[src/rtl/toggle_stim_pkg.sv]
// rtl/toggle_stim_pkg.sv - shared widths, defaults and FSM encoding for toggle_stim_gen
package toggle_stim_pkg;

    localparam int unsigned NUM_CH      = 4;
    localparam int unsigned CNT_W       = 12;
    localparam int unsigned RUN_W       = 12;
    localparam int unsigned DEF_RUN_LEN = 3000;

    localparam int unsigned DEF_PERIOD0 = 317;
    localparam int unsigned DEF_PERIOD1 = 37;
    localparam int unsigned DEF_PERIOD2 = 157;
    localparam int unsigned DEF_PERIOD3 = 67;

    typedef enum logic [1:0] {
        ST_IDLE = 2'd0,
        ST_RUN  = 2'd1,
        ST_DONE = 2'd2
    } state_t;

endpackage

[src/rtl/toggle_stim_gen_if.sv]
// rtl/toggle_stim_gen_if.sv - control, config and stimulus bundle of toggle_stim_gen
interface toggle_stim_gen_if;
    import toggle_stim_pkg::*;

    logic              start;
    logic              abort;
    logic              cfg_we;
    logic [1:0]        cfg_sel;
    logic [CNT_W-1:0]  cfg_period;
    logic [NUM_CH-1:0] stim;
    logic              busy;
    logic              done;
    logic [RUN_W-1:0]  cycle_cnt;

    modport master (
        output start, abort, cfg_we, cfg_sel, cfg_period,
        input  stim, busy, done, cycle_cnt
    );

    modport slave (
        input  start, abort, cfg_we, cfg_sel, cfg_period,
        output stim, busy, done, cycle_cnt
    );

endinterface

[src/rtl/toggle_chan.sv]
// rtl/toggle_chan.sv - one square-wave channel: period register, half-period counter, stim flop
module toggle_chan #(
    parameter int unsigned CNT_W = 12,
    parameter int unsigned DEF_P = 1
) (
    input  logic             clk,
    input  logic             reset,
    input  logic             clr,
    input  logic             run,
    input  logic             cfg_we,
    input  logic [CNT_W-1:0] cfg_period,
    output logic             stim
);

    localparam logic [CNT_W-1:0] ONE = CNT_W'(1);

    logic [CNT_W-1:0] period;
    logic [CNT_W-1:0] cnt;

    always_ff @(posedge clk) begin
        if (reset) begin
            period <= CNT_W'(DEF_P);
            cnt    <= '0;
            stim   <= 1'b0;
        end else begin
            if (cfg_we)
                period <= cfg_period;
            if (clr) begin
                cnt  <= '0;
                stim <= 1'b0;
            end else if (run) begin
                // Period 0 parks the channel low; the counter never leaves 0..period-1
                if (period == '0) begin
                    cnt  <= '0;
                    stim <= 1'b0;
                end else if (cnt == period - ONE) begin
                    cnt  <= '0;
                    stim <= ~stim;
                end else begin
                    cnt  <= cnt + ONE;
                end
            end
        end
    end

endmodule

[src/rtl/toggle_stim_gen.sv]
// rtl/toggle_stim_gen.sv - bounded-run four-channel square-wave stimulus source
module toggle_stim_gen
    import toggle_stim_pkg::*;
#(
    parameter int unsigned RUN_LEN = DEF_RUN_LEN,
    parameter int unsigned DEF_P0  = DEF_PERIOD0,
    parameter int unsigned DEF_P1  = DEF_PERIOD1,
    parameter int unsigned DEF_P2  = DEF_PERIOD2,
    parameter int unsigned DEF_P3  = DEF_PERIOD3
) (
    input  logic               clk,
    input  logic               reset,
    toggle_stim_gen_if.slave   bus
);

    localparam int unsigned DEF_TBL [4] = '{DEF_P0, DEF_P1, DEF_P2, DEF_P3};
    localparam logic [RUN_W-1:0] LAST_CNT  = RUN_W'(RUN_LEN - 1);
    localparam logic [RUN_W-1:0] FINAL_CNT = RUN_W'(RUN_LEN);

    state_t            state;
    state_t            state_nxt;
    logic              chan_clr;
    logic              chan_run;
    logic              cfg_ok;
    logic [NUM_CH-1:0] chan_we;
    logic [RUN_W-1:0]  cycle_cnt;

    always_ff @(posedge clk) begin
        if (reset)
            state <= ST_IDLE;
        else
            state <= state_nxt;
    end

    always_comb begin
        state_nxt = state;
        chan_clr  = 1'b0;
        chan_run  = 1'b0;
        cfg_ok    = 1'b0;
        case (state)
            ST_IDLE, ST_DONE: begin
                cfg_ok = 1'b1;
                if (bus.start && !bus.abort) begin
                    state_nxt = ST_RUN;
                    chan_clr  = 1'b1;
                end
            end
            ST_RUN: begin
                if (bus.abort) begin
                    state_nxt = ST_IDLE;
                    chan_clr  = 1'b1;
                end else begin
                    chan_run = 1'b1;
                    if (cycle_cnt == LAST_CNT)
                        state_nxt = ST_DONE;
                end
            end
            default: state_nxt = ST_IDLE;
        endcase
    end

    always_comb begin
        chan_we = '0;
        for (int i = 0; i < NUM_CH; i++)
            chan_we[i] = bus.cfg_we && cfg_ok && (bus.cfg_sel == i[1:0]);
    end

    always_ff @(posedge clk) begin
        if (reset || chan_clr)
            cycle_cnt <= '0;
        else if (chan_run && cycle_cnt != FINAL_CNT)
            cycle_cnt <= cycle_cnt + RUN_W'(1);
    end

    for (genvar n = 0; n < NUM_CH; n++) begin : g_chan
        toggle_chan #(
            .CNT_W (CNT_W),
            .DEF_P (DEF_TBL[n])
        ) u_chan (
            .clk        (clk),
            .reset      (reset),
            .clr        (chan_clr),
            .run        (chan_run),
            .cfg_we     (chan_we[n]),
            .cfg_period (bus.cfg_period),
            .stim       (bus.stim[n])
        );
    end

    assign bus.busy      = (state == ST_RUN);
    assign bus.done      = (state == ST_DONE);
    assign bus.cycle_cnt = cycle_cnt;

endmodule

[src/flat_wrapper.sv]
// flat-port wrapper written by rule: the top's interface ports become plain ports
module toggle_stim_gen_flat import toggle_stim_pkg::*;
#(
    parameter int unsigned RUN_LEN = DEF_RUN_LEN,
    parameter int unsigned DEF_P0  = DEF_PERIOD0,
    parameter int unsigned DEF_P1  = DEF_PERIOD1,
    parameter int unsigned DEF_P2  = DEF_PERIOD2,
    parameter int unsigned DEF_P3  = DEF_PERIOD3
)
  (clk, reset, bus_start, bus_abort, bus_cfg_we, bus_cfg_sel, bus_cfg_period, bus_stim, bus_busy, bus_done, bus_cycle_cnt);
  toggle_stim_gen_if bus_i ();
  input  logic clk;
  input  logic reset;
  input wire logic [$bits(bus_i.start)-1:0] bus_start;
  input wire logic [$bits(bus_i.abort)-1:0] bus_abort;
  input wire logic [$bits(bus_i.cfg_we)-1:0] bus_cfg_we;
  input wire logic [$bits(bus_i.cfg_sel)-1:0] bus_cfg_sel;
  input wire logic [$bits(bus_i.cfg_period)-1:0] bus_cfg_period;
  output wire logic [$bits(bus_i.stim)-1:0] bus_stim;
  output wire logic [$bits(bus_i.busy)-1:0] bus_busy;
  output wire logic [$bits(bus_i.done)-1:0] bus_done;
  output wire logic [$bits(bus_i.cycle_cnt)-1:0] bus_cycle_cnt;
  assign bus_i.start = bus_start;
  assign bus_i.abort = bus_abort;
  assign bus_i.cfg_we = bus_cfg_we;
  assign bus_i.cfg_sel = bus_cfg_sel;
  assign bus_i.cfg_period = bus_cfg_period;
  assign bus_stim = bus_i.stim;
  assign bus_busy = bus_i.busy;
  assign bus_done = bus_i.done;
  assign bus_cycle_cnt = bus_i.cycle_cnt;
  toggle_stim_gen #(.RUN_LEN(RUN_LEN), .DEF_P0(DEF_P0), .DEF_P1(DEF_P1), .DEF_P2(DEF_P2), .DEF_P3(DEF_P3)) u_core (.clk(clk), .reset(reset), .bus(bus_i));
endmodule
[config.mk]
export PLATFORM = sky130hd
export DESIGN_NAME = toggle_stim_gen_flat
export DESIGN_NICKNAME = d
export VERILOG_FILES = /design/src/rtl/toggle_stim_pkg.sv /design/src/rtl/toggle_stim_gen_if.sv /design/src/rtl/toggle_chan.sv /design/src/rtl/toggle_stim_gen.sv /design/src/flat_wrapper.sv
export SDC_FILE = /design/constraint.sdc
export NUM_CORES = 1
export LEC_CHECK = 0
export CAP_MARGIN = 20
export CORE_MARGIN = 5
export CORE_UTILIZATION = 25
export CTS_CLUSTER_SIZE = 14
export DETAILED_ROUTE_END_ITERATION = 10
export PLACE_DENSITY = 0.44
export SLEW_MARGIN = 20
export SYNTH_ARGS = -nofsm -noshare
export SYNTH_HDL_FRONTEND = slang
export SYNTH_SLANG_ARGS = --single-unit
[constraint.sdc]
create_clock -name clk -period 3.31 [get_ports clk]
set_clock_uncertainty 0.15 [all_clocks]
set_input_delay 0.662 -clock clk [delete_from_list [all_inputs] [get_ports clk]]
set_output_delay 0.662 -clock clk [all_outputs]
set_load 0.01 [all_outputs]
Word-level counts from Yosys, hierarchy flattened

Index checks and enable logic that the tools add are counted.

$add $sub $neg: 9
Equality and inequality tests: 13
Muxes and demuxes: 26
Bitwise gates (word level): 4
Reductions and logical operators: 26

Operators with widths:

| operator              | number |
|---|---|
| $mux 12               | 8 |
| $add 12x1->12 const B | 5 |
| $eq 12x12->1          | 4 |
| $logic_not 12->1      | 4 |
| $sub 12x1->12 const B | 4 |
| $mux 1                | 13 |
| $eq 12x12->1 const B  | 1 |
| $ne 12x12->1 const B  | 1 |
| $reduce_and 2->1      | 5 |
| $reduce_bool 2->1     | 4 |
| $logic_and 1x1->1     | 7 |
| $eq 2x2->1 const B    | 3 |
| $mux 2                | 3 |
| $eq 2x1->1 const B    | 2 |
| $logic_not 2->1       | 2 |
| $not 1->1             | 4 |
| $pmux 2 s2            | 1 |
| $reduce_or 2->1       | 2 |
| $ne 3x2->1 const B    | 1 |
| $ne 2x1->1 const B    | 1 |
| $pmux 1 s2            | 1 |
| $logic_not 1->1       | 1 |
| $logic_or 1x1->1      | 1 |

Flip-flop bits (word level): 114
Bits of input ports: 19
Output and inout port bits: 18
Logic and storage cells: 92

Logic depth before layout (Yosys ltp)

Gate-level depths: netlist (run 1).

Depth after elaboration: 5
Mapped depth: 10
Mapped depth without buffers: 9

Modules after synthesis

A second synthesis (run 1) with hierarchy kept.

Cells, all modules: 778
Area, all modules: 6615.1 um^2

Modules (own cells, without submodules):

| module                                | instances | cells each | area each (um^2) | sequential area each (um^2) |
|---|---|---|---|---|
| toggle_chan (u_core.g_chan[2].u_chan) | 1         | 175        | 1475.2           | 500.5 |
| toggle_chan (u_core.g_chan[1].u_chan) | 1         | 171        | 1462.7           | 500.5 |
| toggle_chan (u_core.g_chan[3].u_chan) | 1         | 171        | 1460.2           | 500.5 |
| toggle_chan (u_core.g_chan[0].u_chan) | 1         | 170        | 1442.6           | 500.5 |
| toggle_stim_gen                       | 1         | 91         | 774.5            | 280.3 |

Least setup slack after synthesis (run 1)

Ideal clock, no wire load.

Path kind: register -> register
Start: register u_core.g_chan[3].u_chan.period[0]
End: register u_core.g_chan[3].u_chan.stim
Setup time: 121 ps
Data arrival time: 2375 ps
Data required time: 3039 ps
Slack: 664 ps
Stages on the path, launching flop included: 10
Path buffers: 0
Period minus slack after synthesis: 2646 ps
Path through: dfxtp_1 inv_1 ha_1 or4b_4 or4b_1 o22ai_1 o31a_2 a31oi_2 o21ai_4 o21ai_1

Cells in the longest elaborated chain, start to end: 4
Elaborated cells between the ends (all ways): 6
Those cells by class: add/sub: 1; eq/ne: 1; mux: 1; reduce/logical: 3

Ends and longest elaborated chain:

| what                        | RTL line          | source |
|---|---|---|
| start: declaration          | toggle_chan.sv:17 | `logic [CNT_W-1:0] period;` |
| start signal: assignment    | toggle_chan.sv:22 | `period <= CNT_W'(DEF_P);` |
| start signal: assignment    | toggle_chan.sv:27 | `period <= cfg_period;` |
| $sub 12x1->12               | toggle_chan.sv:36 | `end else if (cnt == period - ONE) begin` |
| $eq 12x12->1                | toggle_chan.sv:36 |  |
| $reduce_bool 2->1 (no line) | -                 |  |
| $reduce_and 2->1 (no line)  | -                 |  |
| end signal: assignment      | toggle_chan.sv:38 | `stim <= ~stim;` |
| end: declaration            | toggle_chan.sv:12 | `output logic stim` |

Parallel ways exist; a longest one is shown, timed or not.
A chain may end at the register's enable or synchronous reset.

Final worst setup path (run 1)

Same ends and word-level chain as after synthesis.

==> results of run 1 <==
-- path summary, 6_finish.rpt --
path | to | slack (ns) | from
worst min-delay path | u_core.g_chan[1].u_chan.period[7] | 0.35 | u_core.g_chan[1].u_chan.period[7]
worst max register to register | u_core.g_chan[3].u_chan.stim | 0.34 | u_core.g_chan[3].u_chan.period[0]
worst max-delay path | u_core.g_chan[3].u_chan.stim | 0.34 | u_core.g_chan[3].u_chan.period[0]
worst min register to register | u_core.g_chan[1].u_chan.period[7] | 0.35 | u_core.g_chan[1].u_chan.period[7]
-- cell usage in the layout (no fill, tap or decap), types with 8 or more instances in the layout --
cell             instances
clkbuf_16               17
mux2i_1                 25
nor3_1                  18
clkdlybuf4s50_1         36
or3_1                   13
nand3_1                 29
and3_1                  14
nor2_1                  90
nand2_1                 96
o211ai_1                 8
o21ai_0                 12
nor4_1                  10
buf_4                   14
dfxtp_1                114
xor2_1                  45
inv_1                   25
nand4_1                 20
nor3_2                  12
nor2b_1                  8
a21oi_1                 29
ha_1                    10
xnor2_1                 53
-- cells by family after synthesis --
kind of cell	count (synthesis)	share of synthesized area
AO/OA/AOI/OAI	103	0.123
XOR/XNOR	98	0.134
adder cells (fa/ha/maj)	10	0.0195
buffers and inverters	54	0.0360
flip-flops	114	0.356
multiplexers	25	0.0391
AND/OR/NAND/NOR	358	0.292
-- where the power goes --
group | switching, uW | leakage (uW) | internal, uW
clock | 648 | 0.000319 | 1410
sequential | 36.0 | 0.000923 | 1400
combinational | 156 | 0.00149 | 106
-- through the flow --
step	util	setup slack, ns	hold WS [ns]
2_1_floorplan	-	0.664	0.297
3_3_place_gp	0.284	0.436	0.337
3_5_place_dp	0.284	0.377	0.341
4_1_cts	0.311	0.346	0.348
5_1_grt	0.311	0.143	0.386
6_report	0.311	0.338	0.352
-- critical path: stages, from the launching register on --
cell and delay (ns):
dfxtp_1 0.35, inv_1 0.10, ha_1 0.31, or4b_4 0.54
or4b_1 0.49, o22ai_1 0.16, o31a_2 0.19, a31oi_2 0.15
o21ai_4 0.31, o21ai_1 0.10
-- per-layer routing --
metal	share of wire	vias to the layer above	wire, um
met5	0	-	0
met4	0.0076	0	132
met3	0.032	8	562
met2	0.47	68	8150
met1	0.49	2548	8630
li1	-	2767	-
-- area by class of cell --
type,instances,area share
multi-input cells,594,0.499
flip-flops and latches,114,0.292
clock buffers,23,0.0624
repair buffers,50,0.0595
well taps,330,0.0528
clock inverters,9,0.0224
inverters,26,0.0125
-- registers in the layout, summed over array words and instances, names as in the netlist --
register                     cells
u_core.bus.cycle_cnt            12
u_core.g_chan.u_chan.cnt        48
u_core.g_chan.u_chan.period     48
u_core.g_chan.u_chan.stim        4
u_core.state                     2
==> impl_metrics.csv, run 1 <==
group,metric,value,unit
sta,max_freq,336,MHz
cells_and_area,fin_cells,1146,
global_route,grt_use_total,0.124,
job,cap_violations,0,
clock_tree,cts_tree,"built",
synth,netlist.top_cell.by_area,"dfxtp_1",
global_route,grt_pass1_vias,5289,
drt,drc,0,
clock_tree,cts_setup_buffers,0,
global_route,met1_usage,0.166,
sta,rsz0062_at_grt,"false",
power,ir_worst_vdd,0.256,mV
clock_tree,cts-resized-gates,0,
critical_path,worstPathRequired,3.46,ns
sta,fin_setup_tns,0,ns
clock_tree,htree_levels,4,
synth,synthFlopType,"dfxtp_1",
clock_tree,worstSkewPairLatency,0.42,ns
clock_tree,root_buffer,"clkbuf_16",
drt,num_vias,5391,
sta,final-max-slew-violation-count,0,
drt,firstDrtPassIters,7,
place,gp_congestion,0.772,
critical_path,cp_max_fo,10,
synth,syn_area,6400,um2
global_route,antenna_found_initial,0,
drt,drtAntennaViolNets,0,
floorplan,die_height,170,um
cells_and_area,nNetsFinal,832,
sta,hold_viol,0,
drt,wire_per_inst,15.2,um
floorplan,coreArea,25200,um2
sta,maxSlewHeadroom,0.510,
floorplan,die_w,170,um
synth,netlist_top_cells_count,"114 x dfxtp_1, 96 x nand2_1, 90 x nor2_1",
cells_and_area,syn_to_final_growth,22.2,%
drt,drt_wl_total,17500,um
clock_tree,path_clk_slew,0.06,ns
power,p_per_area,480,nW/um2
cells_and_area,diodes,0,
clock_tree,clk_path_buf_depth,2,
synth,yosysWarnings,0,
synth,ys_ff_latch,114,
outcome,status,"finished, final reports clean",
cells_and_area,stdcell_area,7820,um2
synth,synth_top_area_share,0.356,
clock_tree,hold_buffers,0,
place,placed_area,7160,um2
place,dp_cells,1114,
synth,yosys.cell_count.top_type,"dfxtp_1",
synth,yosysUniqueCellTypes,78,
synth,syn_avg_cell_area,8.40,um2
critical_path,crit_type,"register to register",
cells_and_area,fillers,2668,
global_route,grt-ovfl-total,0,
global_route,grt_pass1_wl,28200,um
cells_and_area,multi_input_area,3900,um2
critical_path,worst_r2r_path_depth,9,
global_route,grt_busiest_layer,"met2",
power,power.leakage,0.00273,uW
sta,min_period,2.97,ns
synth,syn-instance-count,762,
global_route,grt_max_degree,23,
synth,synth_seq_area_share,0.356,
sta,setup_viol,0,
cells_and_area,final_layout_size_suffix_gt1_frac,0.100,
place,portBuffers,36,
synth,syn_nets,791,
worst_hold_path,hold_depth,2,
worst_hold_path,hp-class,"register to register",
clock_tree,clock-sinks,114,
floorplan,dieArea,28900,um2
cells_and_area,seq_area,2280,um2
drt,initialDrtViolationCount,238,
place,dpl.hpwl,12600,um
critical_path,cp-start-kind,"register",
power,p_total,3760,uW
clock_tree,cts_buffers,17,
sta,fin_crit_sh,0.898,
global_route,grtUsageMet3,0.0309,
floorplan,start_util,0.254,
critical_path,arrival,3.12,ns
floorplan,std_cell_rows,58,
sta,worstMarginPinSlew,0.729,ns
synth,synthArstFlopShare,0,
floorplan,pin_count,37,
critical_path,end_kind,"register",
synth,synth_area_leaders,"dfxtp_1 36%, xnor2_1 7.2%, xor2_1 6.2%, nand2_1 5.6%, nor2_1 5.3%",
drt,vias_per_cell,4.70,
synth,synth_edf_count,0,
global_route,grt_use_met2,0.201,
No activity file was read; power rests on OpenSTA's default activity.
==> run 2, diff against run 1 <==
- CTS_CLUSTER_SIZE: 14 -> 28
==> results of run 2 <==
The final DEF is identical to that of run 1; final timing and power are the same.
==> run 3, diff against run 2 <==
- RECOVER_POWER: not set -> 100
- clock period: 3.31 -> 3.8 ns (I/O delays scaled with it)
==> run 3 against run 2 <==
Compared with the run above:
- sequential share of layout area rose by 0.70 points
- worst setup slack improved by 0.20 ns
- cell area fell by 2.3%
- clock power fell by 21%
- non-clock buffer count fell by 5
- register-to-register slack improved by 0.37 ns
- sequential power fell by 13%
- first-iteration DRC count rose by 12%
- global-route usage rose by 0.14 points
- critical endpoint is now u_core.g_chan[1].u_chan.cnt[11]
- largest cell class unchanged
- largest power group unchanged
- highest routed layer unchanged
==> impl_metrics.csv, run 3 (synthesized netlist as in run 1, its figures left out) <==
group,metric,value,unit
drt,drt-met1-wl,8750,um
place,portBuffers,36,
power,clkPwrFrac,0.526,
clock_tree,cts_setup_buffers,0,
critical_path,cp_max_fo,21,
drt,initialDrtViolationCount,267,
worst_hold_path,hold_depth,2,
critical_path,path_buf_inv,2,
floorplan,dieArea,28900,um2
clock_tree,hold_buffers,0,
sta,max_freq,307,MHz
floorplan,std_cell_rows,58,
global_route,grt_pass1_vias,5145,
global_route,grt-ovfl-total,0,
clock_tree,cts-resized-gates,0,
critical_path,regToRegSetupSlack,0.71,ns
clock_tree,cts_buffers,17,
place,preCtsSetupSlack,0.838,ns
worst_hold_path,hp-class,"register to register",
power,power.switching,722,uW
power,swShare,0.234,
floorplan,coreArea,25200,um2
cells_and_area,multi_input_area,3840,um2
critical_path,cp-start-kind,"input port",
sta,final-max-slew-violation-count,0,
drt,met2_length,8030,um
sta,fin_crit_sh,0.857,
cells_and_area,stdcell_area,7640,um2
power,p_per_area,405,nW/um2
critical_path,slowest_stage,"clkbuf_1",
drt,firstDrtPassIters,4,
clock_tree,cts_tree,"built",
floorplan,start_util,0.254,
sta,worstMarginPinSlew,1.01,ns
critical_path,arrival,3.45,ns
critical_path,worst_r2r_path_depth,9,
cells_and_area,syn_to_final_growth,19.3,%
critical_path,worstPathRequired,3.99,ns
cells_and_area,fillers,2701,
drt,route.met3.wl,538,um
clock_tree,clk_path_buf_depth,2,
critical_path,max_stage_delay,0.78,ns
place,dpl.hpwl,12700,um
cells_and_area,layout_commonest_cell,"dfxtp_1",
power,combPwrFrac,0.070,
cells_and_area,diodes,0,
drt,drc,0,
drt,drtAntennaViolNets,0,
clock_tree,clock-sinks,114,
sta,hold_viol,0,
floorplan,pin_count,37,
cells_and_area,layout_common_cells,"114 x dfxtp_1, 96 x nand2_1, 90 x nor2_1",
clock_tree,path_clk_slew,0.06,ns
floorplan,die_height,170,um
clock_tree,root_buffer,"clkbuf_16",
critical_path,crit_chain,"dlygate4sd3_1 -> nor3b_1 -> clkbuf_1 -> nand4_1 -> nor2_1 -> and3_1 -> nand3_1 -> xor2_1 -> nor3_2",
sta,fin_setup_tns,0,ns
drt,vias_per_cell,4.66,
power,power.leakage,0.00271,uW
clock_tree,htree_levels,4,
power,power.internal,2370,uW
cells_and_area,final_layout_size_suffix_gt1_frac,0.0753,
place,placed_area,7120,um2
cells_and_area,nNetsFinal,827,
sta,maxSlewHeadroom,0.326,
critical_path,r2r-end,"u_core.g_chan[3].u_chan.stim",
critical_path,reg2reg_from,"u_core.g_chan[3].u_chan.period[0]",
drt,drt_wl_total,17500,um
critical_path,crit_family,"buffers and inverters",
global_route,grt_use_total,0.125,
sta,setup_viol,0,
worst_hold_path,hp-start,"u_core.g_chan[3].u_chan.stim",
critical_path,crit_type,"input port to register",
power,power_frac_seq,0.404,
clock_tree,worstSkewPairLatency,0.41,ns
sta,rsz0062_at_grt,"false",
sta,fin_ws,0.543,ns
critical_path,end_kind,"register",
drt,num_vias,5315,
sta,min_period,3.26,ns
job,cap_violations,0,
global_route,grt_pass1_wl,28600,um
global_route,grt_max_degree,34,
drt,topRoutingLayerUsed,"met4",
cells_and_area,largest_registers,"u_core.g_chan.u_chan.cnt: 48 flops, u_core.g_chan.u_chan.period: 48 flops, u_core.bus.cycle_cnt: 12 flops",
global_route,antenna_found_initial,0,
power,ir_worst_vdd,0.222,mV
drt,wire_per_inst,15.4,um
floorplan,die_w,170,um
worst_hold_path,hold-path-endpoint,"u_core.g_chan[3].u_chan.stim",
cells_and_area,seq_area,2280,um2
outcome,status,"finished, final reports clean",
place,gp_congestion,0.773,
## run 3: cell count changes in the layout (fill, tap and decap cells not counted), sizes merged
cell | previous run | this run
dlygate4sd3 | 0 | 21
clkinvlp | 2 | 0
bufinv | 5 | 2
clkdlybuf4s50 | 36 | 15
clkbuf | 23 | 30
buf | 14 | 6
## run 3: how the worst max path moves through the flow
stage	from	end	slack (ns)	depth (start not counted)
final	bus_abort	u_core.g_chan[1].u_chan.cnt[11]	0.54	9
after global routing	bus_abort	u_core.g_chan[1].u_chan.cnt[9]	0.35	9
after CTS	u_core.g_chan[3].u_chan.period[0]	u_core.g_chan[3].u_chan.cnt[3]	0.86	9
after detailed placement	bus_abort	u_core.g_chan[1].u_chan.cnt[11]	0.84	9
after global placement	bus_abort	u_core.g_chan[1].u_chan.cnt[9]	0.85	9
after floorplan	u_core.g_chan[3].u_chan.period[0]	u_core.g_chan[3].u_chan.stim	1.15	9
## run 3: metrics by stage
| stage | utilization | cells | power, uW | hold WS (ns) |
|---|---|---|---|---|
| global route | 0.303 | 1140 | 3220 | 0.373 |
| floorplan | - | 762 | 1410 | 0.297 |
| global placement | 0.283 | 1109 | 1500 | 0.336 |
| finish | 0.303 | 1140 | 3090 | 0.352 |
| detailed placement | 0.283 | 1109 | 1500 | 0.336 |
| CTS | 0.306 | 1140 | 3150 | 0.348 |
## run 3: power groups by stage
stage | sequential (uW) | clock [uW] | combinational [uW]
finish | 1250 | 1630 | 217
floorplan | 1260 | 0 | 148
detailed placement | 1270 | 0 | 226
global placement | 1270 | 0 | 225
CTS | 1250 | 1670 | 227
global route | 1250 | 1730 | 241
## run 3: tightest hold or removal path: stages, from the launching register on
cell	delay, ns
dfxtp_1	0.33
inv_1	0.05
o21ai_0	0.07
## run 3: layout make-up
type / instances / area share
Multi-Input combinational cell: 594 / 0.502
Sequential cell: 114 / 0.299
Clock buffer: 27 / 0.0685
Timing Repair Buffer: 45 / 0.0545
Tap cell: 330 / 0.0540
Inverter: 26 / 0.0128
Clock inverter: 4 / 0.00917
## run 3: per-layer routing
layer / vias up / global-route usage
met5: - / 0
met2: 65 / 0.198
met4: 0 / 0.0368
met3: 15 / 0.0272
met1: 2473 / 0.171
li1: 2762 / -
